File: src/rtl/phase_comp_reg_bridge_pkg.sv
// Shared definitions for the phase compensator register bridge:
// state encoding, register index sizing and serial frame layout.
package phase_comp_pkg;

  localparam int unsigned NUM_REGS         = 16;
  localparam int unsigned REG_IDX_W        = $clog2(NUM_REGS);
  localparam int unsigned IDLE_REG_DEFAULT = 7;

  typedef enum logic [2:0] {
    IDLE,
    SHIFT_IN,
    WRITE,
    READ_WAIT,
    SHIFT_OUT
  } state_t;

  // Frame is {rw, reg_num, data}; data occupies the LSBs.
  function automatic int unsigned frm_w(input int unsigned data_w);
    return 1 + REG_IDX_W + data_w;
  endfunction

  function automatic int unsigned rw_bit(input int unsigned data_w);
    return REG_IDX_W + data_w;
  endfunction

  function automatic int unsigned num_msb(input int unsigned data_w);
    return REG_IDX_W + data_w - 1;
  endfunction

  function automatic int unsigned num_lsb(input int unsigned data_w);
    return data_w;
  endfunction

endpackage

File: src/rtl/phase_comp_shift_reg.sv
// Parameterised shift register with parallel load and a shift counter;
// load also clears the counter.
module phase_comp_shift_reg #(
  parameter int unsigned W     = 8,
  parameter int unsigned CNT_W = $clog2(W + 1)
) (
  input  logic             clk,
  input  logic             reset,
  input  logic             load,
  input  logic [W-1:0]     load_val,
  input  logic             shift,
  input  logic             din,
  output logic [W-1:0]     q,
  output logic [CNT_W-1:0] count
);

  always_ff @(posedge clk or posedge reset) begin
    if (reset) begin
      q     <= '0;
      count <= '0;
    end else if (load) begin
      q     <= load_val;
      count <= '0;
    end else if (shift) begin
      q     <= W'({q, din});
      count <= count + CNT_W'(1);
    end
  end

endmodule

File: src/rtl/phase_comp_reg_bridge.sv
// Serial host bridge to the phase compensator register port: collects a
// framed command, then performs one register write or read-and-shift-out.
module phase_comp_reg_bridge
  import phase_comp_pkg::*;
#(
  parameter int unsigned DATA_W    = 2,
  parameter int unsigned READ_LAT  = 1,
  parameter int unsigned WR_CYCLES = 1,
  parameter int unsigned IDLE_REG  = IDLE_REG_DEFAULT
) (
  input  logic                 clk,
  input  logic                 reset,
  input  logic                 ser_frame,
  input  logic                 ser_din,
  output logic                 ser_dout,
  output logic                 ser_dout_valid,
  output logic [REG_IDX_W-1:0] reg_num,
  output logic                 reg_write_readb,
  output logic [DATA_W-1:0]    reg_load_data,
  input  logic [DATA_W-1:0]    reg_read_data,
  output logic                 busy,
  output logic                 wr_done,
  output logic                 frame_err
);

  localparam int unsigned FRM_W  = frm_w(DATA_W);
  localparam int unsigned RW_BIT = rw_bit(DATA_W);
  localparam int unsigned N_MSB  = num_msb(DATA_W);
  localparam int unsigned N_LSB  = num_lsb(DATA_W);
  localparam int unsigned IN_CW  = $clog2(FRM_W + 1);
  localparam int unsigned OUT_CW = $clog2(DATA_W + 1);

  localparam logic [IN_CW-1:0]  IN_LAST  = IN_CW'(FRM_W - 1);
  localparam logic [OUT_CW-1:0] OUT_LAST = OUT_CW'(DATA_W - 1);
  localparam logic [1:0]        WR_LAST  = 2'(WR_CYCLES - 1);
  localparam logic [1:0]        RD_LAST  = 2'(READ_LAT - 1);

  state_t              state;
  logic                frame_d;
  logic [1:0]          wait_cnt;
  logic                accept;
  logic [FRM_W-1:0]    in_q;
  logic [FRM_W-1:0]    frame_next;
  logic [IN_CW-1:0]    in_cnt;
  logic                in_load;
  logic                in_shift;
  logic [DATA_W-1:0]   out_q;
  logic [OUT_CW-1:0]   out_cnt;
  logic                out_load;
  logic                out_shift;
  logic [DATA_W-1:0]   out_load_val;

  // Only a rising edge of ser_frame starts a frame, so a frame still high
  // when the bridge returns to IDLE is ignored until it drops.
  assign accept     = ser_frame & ~frame_d;
  assign frame_next = FRM_W'({in_q, ser_din});
  assign ser_dout   = 1'(out_q >> (DATA_W - 1));

  phase_comp_shift_reg #(.W(FRM_W), .CNT_W(IN_CW)) u_in_sr (
    .clk(clk), .reset(reset), .load(in_load), .load_val('0),
    .shift(in_shift), .din(ser_din), .q(in_q), .count(in_cnt)
  );

  phase_comp_shift_reg #(.W(DATA_W), .CNT_W(OUT_CW)) u_out_sr (
    .clk(clk), .reset(reset), .load(out_load), .load_val(out_load_val),
    .shift(out_shift), .din(1'b0), .q(out_q), .count(out_cnt)
  );

  always_comb begin
    in_load      = 1'b0;
    in_shift     = 1'b0;
    out_load     = 1'b0;
    out_shift    = 1'b0;
    out_load_val = '0;
    case (state)
      IDLE:      in_shift = accept;
      SHIFT_IN:  if (ser_frame && in_cnt != IN_LAST) in_shift = 1'b1;
                 else in_load = 1'b1;
      READ_WAIT: if (wait_cnt == RD_LAST) begin
                   out_load     = 1'b1;
                   out_load_val = reg_read_data;
                 end
      SHIFT_OUT: if (out_cnt == OUT_LAST) out_load = 1'b1;
                 else out_shift = 1'b1;
      default: ;
    endcase
  end

  always_ff @(posedge clk or posedge reset) begin
    if (reset) begin
      state           <= IDLE;
      frame_d         <= 1'b1;
      wait_cnt        <= '0;
      reg_num         <= REG_IDX_W'(IDLE_REG);
      reg_write_readb <= 1'b0;
      reg_load_data   <= '0;
      ser_dout_valid  <= 1'b0;
      busy            <= 1'b0;
      wr_done         <= 1'b0;
      frame_err       <= 1'b0;
    end else begin
      frame_d   <= ser_frame;
      wr_done   <= 1'b0;
      frame_err <= (state != IDLE) && accept;
      case (state)
        IDLE: if (accept) begin
          state <= SHIFT_IN;
          busy  <= 1'b1;
        end
        SHIFT_IN: if (!ser_frame) begin
          frame_err <= 1'b1;
          busy      <= 1'b0;
          state     <= IDLE;
        end else if (in_cnt == IN_LAST) begin
          reg_num  <= frame_next[N_MSB:N_LSB];
          wait_cnt <= '0;
          if (frame_next[RW_BIT]) begin
            reg_write_readb <= 1'b1;
            reg_load_data   <= frame_next[DATA_W-1:0];
            state           <= WRITE;
          end else begin
            state <= READ_WAIT;
          end
        end
        WRITE: if (wait_cnt == WR_LAST) begin
          reg_write_readb <= 1'b0;
          reg_num         <= REG_IDX_W'(IDLE_REG);
          wr_done         <= 1'b1;
          busy            <= 1'b0;
          state           <= IDLE;
        end else begin
          wait_cnt <= wait_cnt + 2'd1;
        end
        READ_WAIT: if (wait_cnt == RD_LAST) begin
          ser_dout_valid <= 1'b1;
          state          <= SHIFT_OUT;
        end else begin
          wait_cnt <= wait_cnt + 2'd1;
        end
        SHIFT_OUT: if (out_cnt == OUT_LAST) begin
          ser_dout_valid <= 1'b0;
          reg_num        <= REG_IDX_W'(IDLE_REG);
          busy           <= 1'b0;
          state          <= IDLE;
        end
        default: state <= IDLE;
      endcase
    end
  end

endmodule

File: config.mk
export PLATFORM = sky130hd
export DESIGN_NAME = phase_comp_reg_bridge
export DESIGN_NICKNAME = d
export VERILOG_FILES = /design/src/rtl/phase_comp_reg_bridge_pkg.sv /design/src/rtl/phase_comp_shift_reg.sv /design/src/rtl/phase_comp_reg_bridge.sv
export SDC_FILE = /design/constraint.sdc
export NUM_CORES = 1
export LEC_CHECK = 0
export BUFFER_PORTS_ARGS = -buffer_cell sky130_fd_sc_hd__buf_2
export CORE_MARGIN = 1
export CORE_UTILIZATION = 60
export CTS_BUF_LIST = sky130_fd_sc_hd__clkbuf_4
export CTS_CLUSTER_DIAMETER = 40
export DETAILED_ROUTE_END_ITERATION = 16
export HOLD_SLACK_MARGIN = 0.12
export PLACE_DENSITY = 0.82
export RECOVER_POWER = 25
export SYNTH_ARGS = -nofsm -noshare
export SYNTH_HDL_FRONTEND = slang
export SYNTH_SLANG_ARGS = --single-unit
File: constraint.sdc
create_clock -name clk -period 3.05 [get_ports clk]
set_input_delay 0.4575 -clock clk [delete_from_list [all_inputs] [get_ports clk]]
set_output_delay 0.4575 -clock clk [all_outputs]
set_load 0.005 [all_outputs]
==> results.py <==
metrics = {
    "placed_design": {
        "globalplace.congestion": 0.796,
        "dpl.hpwl_um": 1940,
        "port_buffers": 17,
        "place_area_sq_um": 1550,
    },
    "global_routing": {
        "overflow": 0,
        "grtUsageMet2_pct": 40.6,
        "grt_pass1_vias": 1088,
        "met1_usage_pct": 29.8,
        "met3_usage_pct": 7.14,
        "top_usage_layer": "met2",
        "antenna_found_initial": 0,
        "grt_pass1_wl_um": 4690,
        "grt_util_all_layers_pct": 25.4,
        "grt_max_degree": 31,
    },
    "detailed_routing": {
        "vias": 1067,
        "drtIter0Drc": 13,
        "drc": 0,
        "vias_per_cell": 5.62,
        "routed_wl_um": 2680,
        "wl_per_cell_um": 14.1,
        "dr.pass1.iters": 4,
        "ant_nets": 0,
    },
    "worst_setup_path": {
        "reg2reg_slack_ps": 1230,
        "required_ps": 3270,
        "crit_chain": "and4bb_1, nor3_4, mux2_2",
        "slowest_delay_ps": 680,
        "critPathBufInv": 0,
        "cp.arrival_ps": 2040,
        "crit_type": "flip-flop to flip-flop",
        "r2r_end": "reg_num[3]",
        "start_kind": "flip-flop",
        "crit_family": "flip-flops",
        "cp_slowest_cell": "dfrtp_1",
        "worstPathMaxFanout": 21,
        "r2r_cells": 3,
        "rr_startpoint": "state[0]",
        "worstSetupEndpointType": "flip-flop",
    },
    "die": {
        "placeableCoreArea_sq_um": 2230,
        "row_count": 17,
        "ios": 18,
        "die_area_sq_um": 2610,
        "die_h_um": 51.1,
        "fp.dieW_um": 51.1,
        "start_util_pct": 64.8,
    },
    "layout": {
        "final_nets": 171,
        "final_common_cell": "dfrtp_1",
        "drive_gt1_share_pct": 22.8,
        "area_growth_pct": 10.8,
        "mostFrequentLayoutCells": "dfrtp_1, nand2_1, buf_2, nor2_1, inv_1",
        "fin_util_pct": 71.8,
        "num_antenna_cells": 0,
        "fill_cells": 174,
        "design_area_sq_um": 1600,
    },
    "timing": {
        "setup_violations": 0,
        "rsz0062_at_grt": "false",
        "max_freq_ghz": 0.549,
        "period_share_pct": 59.7,
        "max-slew-margin-rel_pct": 26.5,
        "tns_ps": 0,
        "min_period_ps": 1820,
        "hold_viol": 0,
        "hold-worst-slack_ps": 313,
        "tightest_slew_ps": 1100,
        "drv_slew": 0,
        "skew_ps": 8.05,
    },
    "pwr": {
        "power_mw": 1.08,
        "power_density_nw_per_um2": 671,
        "leakage_nw": 0.814,
        "vdd_ir_drop_max_v": 0.000555,
    },
    "cts": {
        "clkSinkCount": 30,
        "ctsHoldBuffers": 0,
        "cts_buffers": 5,
        "cts_tree": "built",
        "cts_buffer_depth": 2,
        "clk_pin_slew_ps": 90,
        "clk_latency_ps": 330,
        "post-cts-setup-buffers": 0,
        "cts-root-buf": "clkbuf_4",
        "cts_resized": 0,
        "cts_htree_levels": 2,
    },
    "synthesis": {
        "async_reset_ff_share_pct": 100,
        "seq_area_frac_synth_pct": 52.2,
        "syn_area_sq_um": 1450,
        "netlist_top_cells_area": "dfrtp_1, dfstp_2, mux2i_1",
        "synth_top_flop_cell": "dfrtp_1",
        "synth.ff_latch_count": 30,
        "yosysTopAreaCell": "dfrtp_1",
        "yosysUniqueCellTypes": 31,
        "syn_inst": 141,
        "synth.avg_cell_area_sq_um": 10.3,
        "yosys_warnings": 0,
        "synth_fp_nets": 151,
        "synth_edf_count": 0,
        "synth_top_area_share_pct": 44.9,
    },
    "run_status": {
        "status": "finished, final reports clean",
    },
    "min_path": {
        "min_path_type": "primary input to flip-flop",
        "hold_end": "frame_d",
        "holdPathStages": 1,
        "hold_start": "ser_frame",
    },
    "job": {
        "maxCapViolations": 0,
    },
}
sequential cells by signal, indices dropped and copies added (netlist names), 2 cells and up:
register,count
reg_load_data,2
reg_num,4
state,3
u_in_sr.count,3
u_in_sr.q,6
u_out_sr.count,2
u_out_sr.q,2
wait_cnt,2
cells in the mapped netlist (2+ instances only):
master	instances
mux2_2	3
ha_1	4
o21ai_0	9
buf_2	4
a21oi_1	9
nand3_1	4
nand2b_1	2
o22ai_1	2
inv_1	10
dfrtp_1	26
nor2_1	14
dfstp_2	4
or4b_1	2
or3b_1	2
mux2i_1	8
and3_1	3
and4bb_2	2
nor2b_1	3
nand2_1	18
routing by layer:
metal  vias up  routed length, um
met2        24               1310
met5         -                  0
li1        522                  -
met3         8                101
met1       513               1200
met4         0                 72
layout make-up:
cell class / count / area [sq um] / share of cell area [%]
clock buffer: 5 / 37.5 / 2.34
clock inverter: 3 / 16.3 / 1.01
timing repair buffer: 18 / 91.3 / 5.69
multi-input combinational: 96 / 631 / 39.3
sequential: 30 / 756 / 47.1
inverter: 10 / 37.5 / 2.34
tap: 28 / 35.0 / 2.18
report_power, final:
part / internal (mW) / leakage (nW) / total [mW] / switching, mW
clock: 0.0855 / 0.0286 / 0.224 / 0.139
sequential: 0.511 / 0.387 / 0.594 / 0.0829
combinational: 0.126 / 0.398 / 0.258 / 0.132
stage by stage:
step | std cells | worst slack, ps
3_3_place_gp | 182 | 1320
4_1_cts | 190 | 1240
5_1_grt | 190 | 1120
2_1_floorplan | 141 | 1480
6_report | 190 | 1230
3_5_place_dp | 182 | 1270
worst max-delay path by stage:
stage                start          endpoint  cells past startpoint
6_report          state[0]        reg_num[3]                      3
5_1_grt           state[0]  reg_load_data[1]                      4
4_1_cts           state[0]        reg_num[3]                      3
3_5_place_dp      state[0]        reg_num[3]                      3
3_3_place_gp      state[0]        reg_num[3]                      3
2_1_floorplan  wait_cnt[0]        reg_num[3]                      5
logic make-up after synthesis:
logic type | Yosys count | share of synthesized area [%]
AO/OA/AOI/OAI | 24 | 9.68
multiplexers | 11 | 7.87
buffers and inverters | 15 | 4.24
flip-flops | 30 | 52.2
adder cells (fa/ha/maj) | 4 | 3.46
AND/OR/NAND/NOR | 56 | 22.0
XOR/XNOR | 1 | 0.605
(Power assumes the default switching activity.)
